<file path="src/rtl/jtag_pkg.sv">
// Shared JTAG TAP definitions: state encoding, instruction codes, IR capture pattern and the
// standard 1149.1 next-state function.
package jtag_pkg;

    typedef enum logic [3:0] {
        TEST_LOGIC_RESET = 4'h0,
        RUN_TEST_IDLE    = 4'h1,
        SELECT_DR_SCAN   = 4'h2,
        CAPTURE_DR       = 4'h3,
        SHIFT_DR         = 4'h4,
        EXIT1_DR         = 4'h5,
        PAUSE_DR         = 4'h6,
        EXIT2_DR         = 4'h7,
        UPDATE_DR        = 4'h8,
        SELECT_IR_SCAN   = 4'h9,
        CAPTURE_IR       = 4'hA,
        SHIFT_IR         = 4'hB,
        EXIT1_IR         = 4'hC,
        PAUSE_IR         = 4'hD,
        EXIT2_IR         = 4'hE,
        UPDATE_IR        = 4'hF
    } tap_state_e;

    typedef enum logic [1:0] {
        DR_BYPASS = 2'd0,
        DR_IDCODE = 2'd1,
        DR_USER   = 2'd2
    } dr_sel_e;

    localparam logic [4:0]  IR_IDCODE      = 5'h01;
    localparam logic [4:0]  IR_USER        = 5'h11;
    localparam logic [4:0]  IR_BYPASS      = 5'h1F;
    localparam logic [4:0]  IR_CAPTURE     = 5'b00101;
    localparam logic [31:0] IDCODE_DEFAULT = 32'h04F5484D;

    function automatic tap_state_e tap_next(input tap_state_e s, input logic tms);
        tap_state_e n;
        n = TEST_LOGIC_RESET;
        case (s)
            TEST_LOGIC_RESET: n = tms ? TEST_LOGIC_RESET : RUN_TEST_IDLE;
            RUN_TEST_IDLE:    n = tms ? SELECT_DR_SCAN   : RUN_TEST_IDLE;
            SELECT_DR_SCAN:   n = tms ? SELECT_IR_SCAN   : CAPTURE_DR;
            CAPTURE_DR:       n = tms ? EXIT1_DR         : SHIFT_DR;
            SHIFT_DR:         n = tms ? EXIT1_DR         : SHIFT_DR;
            EXIT1_DR:         n = tms ? UPDATE_DR        : PAUSE_DR;
            PAUSE_DR:         n = tms ? EXIT2_DR         : PAUSE_DR;
            EXIT2_DR:         n = tms ? UPDATE_DR        : SHIFT_DR;
            UPDATE_DR:        n = tms ? SELECT_DR_SCAN   : RUN_TEST_IDLE;
            SELECT_IR_SCAN:   n = tms ? TEST_LOGIC_RESET : CAPTURE_IR;
            CAPTURE_IR:       n = tms ? EXIT1_IR         : SHIFT_IR;
            SHIFT_IR:         n = tms ? EXIT1_IR         : SHIFT_IR;
            EXIT1_IR:         n = tms ? UPDATE_IR        : PAUSE_IR;
            PAUSE_IR:         n = tms ? EXIT2_IR         : PAUSE_IR;
            EXIT2_IR:         n = tms ? UPDATE_IR        : SHIFT_IR;
            UPDATE_IR:        n = tms ? SELECT_DR_SCAN   : RUN_TEST_IDLE;
            default:          n = TEST_LOGIC_RESET;
        endcase
        return n;
    endfunction

endpackage

</file>
<file path="src/rtl/jtag_in_sync.sv">
// Multi-stage synchronizer for a vector of asynchronous inputs, with a per-bit reset value.
module jtag_in_sync #(
    parameter int unsigned      Width    = 4,
    parameter int unsigned      Stages   = 2,
    parameter logic [Width-1:0] ResetVal = '0
) (
    input  logic             clk_i,
    input  logic             rst_i,
    input  logic [Width-1:0] d_i,
    output logic [Width-1:0] q_o
);

    logic [Stages-1:0][Width-1:0] sync_q;
    logic [Stages-1:0][Width-1:0] sync_d;

    always_comb begin
        sync_d = {sync_q[Stages-2:0], d_i};
    end

    always_ff @(posedge clk_i or posedge rst_i) begin
        if (rst_i) begin
            sync_q <= {Stages{ResetVal}};
        end else begin
            sync_q <= sync_d;
        end
    end

    assign q_o = sync_q[Stages-1];

endmodule

</file>
<file path="src/rtl/jtag_tap_oversampled.sv">
// IEEE 1149.1 TAP running on the system clock: JTAG pins are oversampled and TCK edges become
// single-clk events, so DR capture/update reach the debug logic without a TCK clock domain.
module jtag_tap_oversampled
    import jtag_pkg::*;
#(
    parameter int unsigned IrWidth    = 5,
    parameter logic [31:0] IdCode     = IDCODE_DEFAULT,
    parameter int unsigned DrWidth    = 41,
    parameter int unsigned SyncStages = 2
) (
    input  logic               clk_i,
    input  logic               rst_i,
    input  logic               jtag_tck_i,
    input  logic               jtag_tms_i,
    input  logic               jtag_tdi_i,
    input  logic               jtag_trst_ni,
    output logic               jtag_tdo_o,
    output logic               jtag_tdo_oe_o,
    input  logic [DrWidth-1:0] dr_capture_data_i,
    output logic               dr_capture_o,
    output logic               dr_update_o,
    output logic [DrWidth-1:0] dr_update_data_o,
    output logic [IrWidth-1:0] ir_o,
    output logic [3:0]         tap_state_o
);

    localparam int unsigned PinW = 4;

    logic [PinW-1:0] pins_s;
    logic            tck_s, tms_s, tdi_s, trst_n_s;
    logic            tck_rise_c, tck_fall_c;
    dr_sel_e         dr_sel_c;

    tap_state_e        state_q, state_d;
    logic [IrWidth-1:0] ir_q, ir_d;
    logic [IrWidth-1:0] ir_sr_q, ir_sr_d;
    logic [DrWidth-1:0] dr_sr_q, dr_sr_d;
    logic [DrWidth-1:0] dr_update_data_q, dr_update_data_d;
    logic               tck_prev_q, tck_prev_d;
    logic               tdo_q, tdo_d;
    logic               tdo_oe_q, tdo_oe_d;
    logic               dr_capture_q, dr_capture_d;
    logic               dr_update_q, dr_update_d;

    // TRST_n resets to 0 so the TAP stays in reset until the pin has propagated.
    jtag_in_sync #(
        .Width    (PinW),
        .Stages   (SyncStages),
        .ResetVal (4'b0000)
    ) u_in_sync (
        .clk_i (clk_i),
        .rst_i (rst_i),
        .d_i   ({jtag_trst_ni, jtag_tdi_i, jtag_tms_i, jtag_tck_i}),
        .q_o   (pins_s)
    );

    assign tck_s    = pins_s[0];
    assign tms_s    = pins_s[1];
    assign tdi_s    = pins_s[2];
    assign trst_n_s = pins_s[3];

    assign tck_rise_c = tck_s & ~tck_prev_q;
    assign tck_fall_c = ~tck_s & tck_prev_q;

    always_comb begin
        case (ir_q)
            IrWidth'(IR_IDCODE): dr_sel_c = DR_IDCODE;
            IrWidth'(IR_USER):   dr_sel_c = DR_USER;
            IrWidth'(IR_BYPASS): dr_sel_c = DR_BYPASS;
            default:             dr_sel_c = DR_BYPASS;
        endcase
    end

    // TAP next state, IR/DR capture and shift on TCK rise; TDO and updates on TCK fall.
    always_comb begin
        state_d          = state_q;
        ir_d             = ir_q;
        ir_sr_d          = ir_sr_q;
        dr_sr_d          = dr_sr_q;
        dr_update_data_d = dr_update_data_q;
        tck_prev_d       = tck_s;
        tdo_d            = tdo_q;
        tdo_oe_d         = tdo_oe_q;
        dr_capture_d     = 1'b0;
        dr_update_d      = 1'b0;

        if (!trst_n_s) begin
            state_d  = TEST_LOGIC_RESET;
            ir_d     = IrWidth'(IR_IDCODE);
            ir_sr_d  = '0;
            dr_sr_d  = '0;
            tdo_d    = 1'b0;
            tdo_oe_d = 1'b0;
        end else begin
            if (state_q == TEST_LOGIC_RESET) begin
                ir_d = IrWidth'(IR_IDCODE);
            end

            if (tck_rise_c) begin
                state_d = tap_next(state_q, tms_s);
                case (state_q)
                    CAPTURE_IR: ir_sr_d = IrWidth'(IR_CAPTURE);
                    SHIFT_IR:   ir_sr_d = {tdi_s, ir_sr_q[IrWidth-1:1]};
                    CAPTURE_DR: begin
                        case (dr_sel_c)
                            DR_IDCODE: dr_sr_d = DrWidth'(IdCode);
                            DR_USER: begin
                                dr_sr_d      = dr_capture_data_i;
                                dr_capture_d = 1'b1;
                            end
                            default:   dr_sr_d = '0;
                        endcase
                    end
                    SHIFT_DR: begin
                        case (dr_sel_c)
                            DR_IDCODE: dr_sr_d = DrWidth'({tdi_s, dr_sr_q[31:1]});
                            DR_USER:   dr_sr_d = {tdi_s, dr_sr_q[DrWidth-1:1]};
                            default:   dr_sr_d = DrWidth'(tdi_s);
                        endcase
                    end
                    default: ;
                endcase
            end

            if (tck_fall_c) begin
                tdo_d    = 1'b0;
                tdo_oe_d = 1'b0;
                case (state_q)
                    SHIFT_IR: begin
                        tdo_d    = ir_sr_q[0];
                        tdo_oe_d = 1'b1;
                    end
                    SHIFT_DR: begin
                        tdo_d    = dr_sr_q[0];
                        tdo_oe_d = 1'b1;
                    end
                    UPDATE_IR: ir_d = ir_sr_q;
                    UPDATE_DR: begin
                        if (dr_sel_c == DR_USER) begin
                            dr_update_data_d = dr_sr_q;
                            dr_update_d      = 1'b1;
                        end
                    end
                    default: ;
                endcase
            end
        end
    end

    always_ff @(posedge clk_i or posedge rst_i) begin
        if (rst_i) begin
            state_q          <= TEST_LOGIC_RESET;
            ir_q             <= IrWidth'(IR_IDCODE);
            ir_sr_q          <= '0;
            dr_sr_q          <= '0;
            dr_update_data_q <= '0;
            tck_prev_q       <= 1'b0;
            tdo_q            <= 1'b0;
            tdo_oe_q         <= 1'b0;
            dr_capture_q     <= 1'b0;
            dr_update_q      <= 1'b0;
        end else begin
            state_q          <= state_d;
            ir_q             <= ir_d;
            ir_sr_q          <= ir_sr_d;
            dr_sr_q          <= dr_sr_d;
            dr_update_data_q <= dr_update_data_d;
            tck_prev_q       <= tck_prev_d;
            tdo_q            <= tdo_d;
            tdo_oe_q         <= tdo_oe_d;
            dr_capture_q     <= dr_capture_d;
            dr_update_q      <= dr_update_d;
        end
    end

    assign jtag_tdo_o       = tdo_q;
    assign jtag_tdo_oe_o    = tdo_oe_q;
    assign dr_capture_o     = dr_capture_q;
    assign dr_update_o      = dr_update_q;
    assign dr_update_data_o = dr_update_data_q;
    assign ir_o             = ir_q;
    assign tap_state_o      = state_q;

endmodule

</file>
<file path="config.mk">
export PLATFORM = sky130hd
export DESIGN_NAME = jtag_tap_oversampled
export DESIGN_NICKNAME = d
export VERILOG_FILES = /design/src/rtl/jtag_pkg.sv /design/src/rtl/jtag_in_sync.sv /design/src/rtl/jtag_tap_oversampled.sv
export SDC_FILE = /design/constraint.sdc
export NUM_CORES = 1
export LEC_CHECK = 0
export ABC_AREA = 1
export ABC_CLOCK_PERIOD_IN_PS = 5350
export BUFFER_PORTS_ARGS = -buffer_cell sky130_fd_sc_hd__buf_2
export CORE_ASPECT_RATIO = 1.1
export CORE_MARGIN = 2
export CORE_UTILIZATION = 50
export DETAILED_ROUTE_END_ITERATION = 8
export GPL_TIMING_DRIVEN = 0
export PLACE_DENSITY = 0.71
export SLEW_MARGIN = 20
export SYNTH_ARGS = -nofsm -noshare
export SYNTH_HDL_FRONTEND = slang
export SYNTH_SLANG_ARGS = --single-unit
export TNS_END_PERCENT = 30
</file>
<file path="constraint.sdc">
create_clock -name clk_i -period 5.35 [get_ports clk_i]
set_clock_uncertainty 0.15 [all_clocks]
set_input_delay 0.535 -clock clk_i [delete_from_list [all_inputs] [get_ports clk_i]]
set_output_delay 0.535 -clock clk_i [all_outputs]
set_load 0.1 [all_outputs]
</file>
# [Yosys cells after proc, flatten, opt, wreduce, memory -nomap -nowiden]
# Index checks and enable logic that the tools add are counted.
[word_totals] in_bits=47 out_inout_bits=54 elab_cells=88 regBits=109
[classes] reduce_logical=8 bitwise=4 eq_ne=23 muxes=41
[ops] cell="41-bit case mux with 2 select lines" n=3
[ops] cell="41-bit two-way mux" n=2
[ops] cell="4-bit case mux with 12 select lines" n=1
[ops] cell="4-bit == test (second input constant)" n=8
[ops] cell="5-bit two-way mux" n=6
[ops] cell="4-bit two-way mux" n=6
[ops] cell="4-bit by 3-bit == test with 1-bit output (second input constant)" n=4
[ops] cell="1-bit two-way mux" n=15
[ops] cell="5-bit case mux with 2 select lines" n=1
[ops] cell="4-bit by 2-bit == test with 1-bit output (second input constant)" n=2
[ops] cell="2-bit two-way mux" n=3
[ops] cell="3-bit two-way mux" n=2
[ops] cell="3-bit != test (second input constant)" n=2
[ops] cell="2-bit OR reduction" n=3
[ops] cell="5-bit by 1-bit == test with 1-bit output (second input constant)" n=1
[ops] cell="5-bit == test (second input constant)" n=1
[ops] cell="4-bit by 1-bit == test with 1-bit output (second input constant)" n=1
[ops] cell="4-bit logical NOT" n=1
[ops] cell="2-bit != test (second input constant)" n=2
[ops] cell="2-bit case mux with 2 select lines" n=1
[ops] cell="2-bit AND reduction" n=2
[ops] cell="4-bit AND reduction" n=1
[ops] cell="3-bit OR reduction" n=1
[ops] cell="1-bit bitwise AND" n=2
[ops] cell="other kinds (4)" n=5

# [Depth between registers and ports, before layout]
[depth] ltp_word=7 depth_mapped=11 mapped_depth_nobuf=9

# [Hierarchy]
# A second synthesis with hierarchy kept.
[unflattened] hier_cells=616 hier_area_um2=5175.0
[modules_own_cells] module="jtag_tap_oversampled" area_per_inst_um2=4971.0 n_inst=1 cells_each=607
[modules_own_cells] module="jtag_in_sync" area_per_inst_um2=203.9 n_inst=1 cells_each=9

# [Worst setup path before layout]
# OpenSTA, ideal clock, no wires.
[synth_timing] path_kind="register to register" from="reg state_q[0] (netlist: tap_state_o[0])" to="reg dr_sr_q[25]" path_stages_with_launch=11 path_slack_ns=3.071 arrival_time_ns=2.008 period_less_slack_ns=2.279 required_ns=5.079 setup_time_ns=0.121 path_cell_list="dfrtp_1 buf_4 nand2_1 inv_2 nand2_1 nand2_1 nand2_1 nand2_2 buf_8 buf_4 o21ai_1"
[synth_between] elab_chain_len=4 word_cells_on_any_way=7 classes_between="eq/ne (3); mux (3); reduce/logical (1)"
[synth_lines] element="start, declared" line_no="jtag_tap_oversampled.sv:34" source="tap_state_e state_q, state_d;"
[synth_lines] element="start signal, assigned" line_no="jtag_tap_oversampled.sv:163" source="state_q <= state_d;"
[synth_lines] element="4-bit by 3-bit == test with 1-bit output / 4-bit by 2-bit == test with 1-bit output (equally long branches)" line_no="jtag_tap_oversampled.sv:101" source="case (state_q)"
[synth_lines] element="41-bit case mux with 2 select lines" line_no="jtag_tap_oversampled.sv:101"
[synth_lines] element="41-bit two-way mux" line_no="jtag_tap_oversampled.sv:99" source="if (tck_rise_c) begin"
[synth_lines] element="41-bit two-way mux" line_no="jtag_tap_oversampled.sv:87" source="if (!trst_n_s) begin"
[synth_lines] element="end signal, assigned" line_no="jtag_tap_oversampled.sv:166" source="dr_sr_q <= dr_sr_d;"
[synth_lines] element="end, declared" line_no="jtag_tap_oversampled.sv:37" source="logic [DrWidth-1:0] dr_sr_q, dr_sr_d;"
# Several ways; a longest one is shown, not always the timed one. The select of a mux whose other input is x is not followed.
# A chain may end at the register's enable or synchronous reset.

# [Worst setup path in the final report]
[layout_timing] from="reg ir_q[0] (netlist: ir_o[0])" to="reg dr_capture_q (netlist: dr_capture_o)"
[layout_between] elab_chain_len=7 word_cells_on_any_way=8 classes_between="eq/ne (3); mux (5)"
[layout_lines] element="start, declared" line_no="jtag_tap_oversampled.sv:35" source="logic [IrWidth-1:0] ir_q, ir_d;"
[layout_lines] element="start signal, assigned" line_no="jtag_tap_oversampled.sv:153" source="ir_q <= IrWidth'(IR_IDCODE);"
[layout_lines] element="start signal, assigned" line_no="jtag_tap_oversampled.sv:164" source="ir_q <= ir_d;"
[layout_lines] element="5-bit == test / 5-bit by 1-bit == test with 1-bit output (equally long branches)" line_no="jtag_tap_oversampled.sv:66" source="case (ir_q)"
[layout_lines] element="2-bit case mux with 2 select lines *" line_no="jtag_tap_oversampled.sv:66"
[layout_lines] element="2-bit == test *" line_no="jtag_tap_oversampled.sv:105" source="case (dr_sel_c)"
[layout_lines] element="1-bit two-way mux *" line_no="jtag_tap_oversampled.sv:105"
[layout_lines] element="1-bit two-way mux *" line_no="jtag_tap_oversampled.sv:101"
[layout_lines] element="1-bit two-way mux *" line_no="jtag_tap_oversampled.sv:99"
[layout_lines] element="1-bit two-way mux *" line_no="jtag_tap_oversampled.sv:87"
[layout_lines] element="via dr_capture_d" line_no="jtag_tap_oversampled.sv:42" source="logic dr_capture_q, dr_capture_d;"
[layout_lines] element="end signal, assigned" line_no="jtag_tap_oversampled.sv:171" source="dr_capture_q <= dr_capture_d;"
[layout_lines] element="end, declared" line_no="jtag_tap_oversampled.sv:42"
# The timed path passes the listed nets; every way through them passes the cells marked *.

==> flow_metrics.py <==
metrics = {
    "cells_and_area": {
        "layout-drive-gt1-share_pct": 25.53,
        "n_antenna_cell": 0,
        "stdcell_count": 875,
        "fillers": 932,
        "register_area_mm2": 0.002729,
        "multiInputGateArea_mm2": 0.002044,
        "area_growth_pct": 19.65,
        "nets": 794,
    },
    "clock_network": {
        "cts.repair.resized": 0,
        "cts.path.max_buffers": 2,
        "htreeDepth": 3,
        "cts_setup_buffers": 0,
        "ctsHoldBuffers": 0,
        "cts_buffers": 9,
        "cts-root-buf": "clkbuf_16",
        "clock_latency_ps": 350,
        "clock_sinks": 109,
        "clk_pin_slew_worst_paths_ps": 80,
        "cts_tree": "built",
    },
    "worst_setup_path": {
        "cp.required_ps": 5430,
        "r2r_setup_slack_ps": 3280,
        "path_max_fanout": 10,
        "crit_buf_inv": 1,
        "crit_chain": "inv_1 > nor2_1 > nand2_1 > nor2_1 > nand2_1 > nor3_1",
        "ff2ff_path_depth": 6,
        "criticalPathCategory": "reg2reg",
        "endpoint_kind": "flop",
        "cp-start-kind": "flop",
        "worstReg2RegEnd": "dr_capture_o$_DFF_PP0_",
        "reg2reg_from": "ir_o[0]$_DFF_PP1_",
        "cpLargestDelayFamily": "simple AND/OR/NAND/NOR gates",
        "crit_end": "dr_capture_o$_DFF_PP0_",
        "critical_path_depth": 6,
        "crit_path_top_delay_cell": "dfstp_2",
        "startpoint": "ir_o[0]$_DFF_PP1_",
        "critPathMaxStageDelay_ps": 530,
        "arrival_ps": 2150,
    },
    "power": {
        "power.total_mw": 1.683,
        "p_per_area_mw_per_mm2": 271.1,
        "power_leakage_nw": 3.197,
        "ir_drop_mv": 0.1866,
    },
    "logic_synthesis": {
        "synth.distinct_cells": 27,
        "ys_ff_latch": 109,
        "synth_nets": 682,
        "syn_area_per_cell_um2": 8.173,
        "ys_seq_area_share_pct": 52.58,
        "synth_cells": 635,
        "yosysWarnings": 0,
        "syn_area_mm2": 0.005190,
    },
    "routing": {
        "routed_wl_um": 12630,
        "vias": 4584,
        "via_per_inst": 5.239,
        "drtIter0Drc": 318,
        "ant_nets": 0,
        "wire_per_inst_um": 14.44,
        "drcViolationCount": 0,
        "firstDrtPassIters": 5,
    },
    "global_route": {
        "grt_pass1_vias": 4413,
        "grt_max_degree": 62,
        "grtUsageMet1_pct": 32.17,
        "grt_pass1_wl_um": 21050,
        "grt_use_met2_pct": 38.15,
        "grt_use_met3_pct": 4.351,
        "grt-ovfl-total": 0,
        "top_usage_layer": "met2",
        "grt_use_total_pct": 23.59,
        "antenna_found_initial": 0,
    },
    "sta": {
        "min_period_ps": 2067,
        "rsz0062_at_grt": "no",
        "min_period_over_period_pct": 38.64,
        "relSlewSlack_pct": 67.60,
        "final-setup-viol-count": 0,
        "final_hold_viol_count": 0,
        "fin_tns_setup_ps": 0,
        "slew_viol_final": 0,
        "worst_pin_slew_ps": 489.4,
        "fmax_ghz": 0.4837,
    },
    "placement": {
        "gp_congestion": 0.8690,
        "io_buffers": 100,
        "hpwl_um": 9170,
        "placed_cells": 859,
    },
    "floorplanning": {
        "ios": 101,
        "die_h_um": 110.9,
        "chipWidth_um": 101.1,
        "die-area_mm2": 0.01121,
        "row_count": 39,
        "initial_core_util_pct": 50.65,
        "fp.coreArea_mm2": 0.01025,
    },
    "job": {
        "max_cap_violations": 0,
    },
    "worst_hold_path": {
        "hp-class": "in2async",
    },
    "status": {
        "outcome": "completed",
    },
}
## worst min path at each step
stage / start / endpoint / slack, ps
2_1_floorplan: u_in_sync.sync_d[4]$_DFF_PP0_ / u_in_sync.q_o[0]$_DFF_PP0_ / 180
3_3_place_gp: u_in_sync.sync_d[5]$_DFF_PP0_ / u_in_sync.q_o[1]$_DFF_PP0_ / 180
3_5_place_dp: u_in_sync.sync_d[5]$_DFF_PP0_ / u_in_sync.q_o[1]$_DFF_PP0_ / 190
4_1_cts: rst_i / dr_update_data_o[7]$_DFFE_PP0P_ / 80
5_1_grt: rst_i / dr_update_data_o[7]$_DFFE_PP0P_ / 100
6_report: rst_i / dr_sr_q[7]$_DFFE_PP0P_ / 60
## per-layer routing
| layer | share of wire, % | vias to the layer above |
|---|---|---|
| met1 | 43 | 2154 |
| met5 | 0 | - |
| met4 | 1.2 | 0 |
| met2 | 50 | 162 |
| li1 | - | 2250 |
| met3 | 6.0 | 18 |
## report_power, final
part | internal, mW | switching (mW)
clock network | 0.427 | 0.311
logic | 0.0336 | 0.0662
registers | 0.836 | 0.00995
total | 1.30 | 0.387
## synth_stat cells
| master | count | area share, % |
|---|---|---|
| o21ai_0 | 39 | 3.8 |
| buf_6 | 3 | 0.65 |
| nor3_1 | 1 | 0.096 |
| buf_8 | 2 | 0.58 |
| a21oi_1 | 6 | 0.58 |
| dfrtp_1 | 108 | 52 |
| nand3_1 | 21 | 2.0 |
| inv_2 | 5 | 0.36 |
| o21ai_1 | 47 | 4.5 |
| nand3_2 | 13 | 2.5 |
| buf_2 | 21 | 2.0 |
| o221ai_1 | 1 | 0.17 |
| o22ai_1 | 1 | 0.12 |
| clkbuf_1 | 2 | 0.14 |
| nor2_1 | 37 | 2.7 |
| a31oi_1 | 1 | 0.12 |
| nand4_1 | 2 | 0.24 |
| nor2_2 | 3 | 0.36 |
| o211ai_1 | 13 | 1.9 |
| o21ai_2 | 13 | 2.2 |
| buf_4 | 7 | 1.0 |
| nor2_4 | 2 | 0.43 |
| inv_1 | 45 | 3.3 |
| dfstp_2 | 1 | 0.51 |
| nand2_2 | 4 | 0.48 |
| nand2_1 | 236 | 17 |
| nand3b_1 | 1 | 0.14 |
## registers in the layout (all words and copies together), names as in the netlist, 4 cells and up
register / cells
ir_sr_q: 5
tap_state_o: 4
u_in_sync.sync_d: 4
dr_sr_q: 41
u_in_sync.q_o: 4
ir_o: 5
dr_update_data_o: 41
## kinds of logic (layout without fill, tap and decap cells)
logic type | Yosys count | after routing | share of synthesized area [%]
buffers and inverters | 85 | 202 | 8.028
AOI/OAI and AO/OA | 121 | 121 | 13.36
DFF | 109 | 109 | 52.58
and+or+nand+nor | 320 | 320 | 26.04
## placed cells by master, fill, tap and decap left out, drive strengths merged
cell | netlist | final
bufinv | 0 | 2
clkinvlp | 0 | 1
a31oi | 1 | 1
clkinv | 0 | 2
nor2 | 42 | 42
o221ai | 1 | 1
o211ai | 13 | 13
buf | 33 | 134
o21ai | 99 | 99
dfstp | 1 | 1
nand4 | 2 | 2
nand2 | 240 | 240
o22ai | 1 | 1
nand3 | 34 | 34
nor3 | 1 | 1
clkbuf | 2 | 12
dfrtp | 108 | 108
nand3b | 1 | 1
a21oi | 6 | 6
inv | 50 | 51
## per-stage QoR
step	area [um2]	setup slack (ps)	util (%)	hold WS, ps
CTS	6210	3316	60.60	81.53
floorplan	5190	1793	-	181.2
global placement	5844	577.5	57.03	181.6
finish	6210	3283	60.60	64.51
global route	6210	3098	60.60	103.6
detailed placement	5877	3330	57.35	186.2
## area by class of cell
cell class	instances	share of cell area [%]
Sequential cell	109	43.95
Multi-Input combinational cell	441	32.92
Timing Repair Buffer	101	8.503
Clock buffer	10	3.848
Buffer	35	3.687
Inverter	50	3.103
Tap cell	123	2.478
Clock inverter	6	1.511
Note: power is estimated with default switching activity, not from simulation.
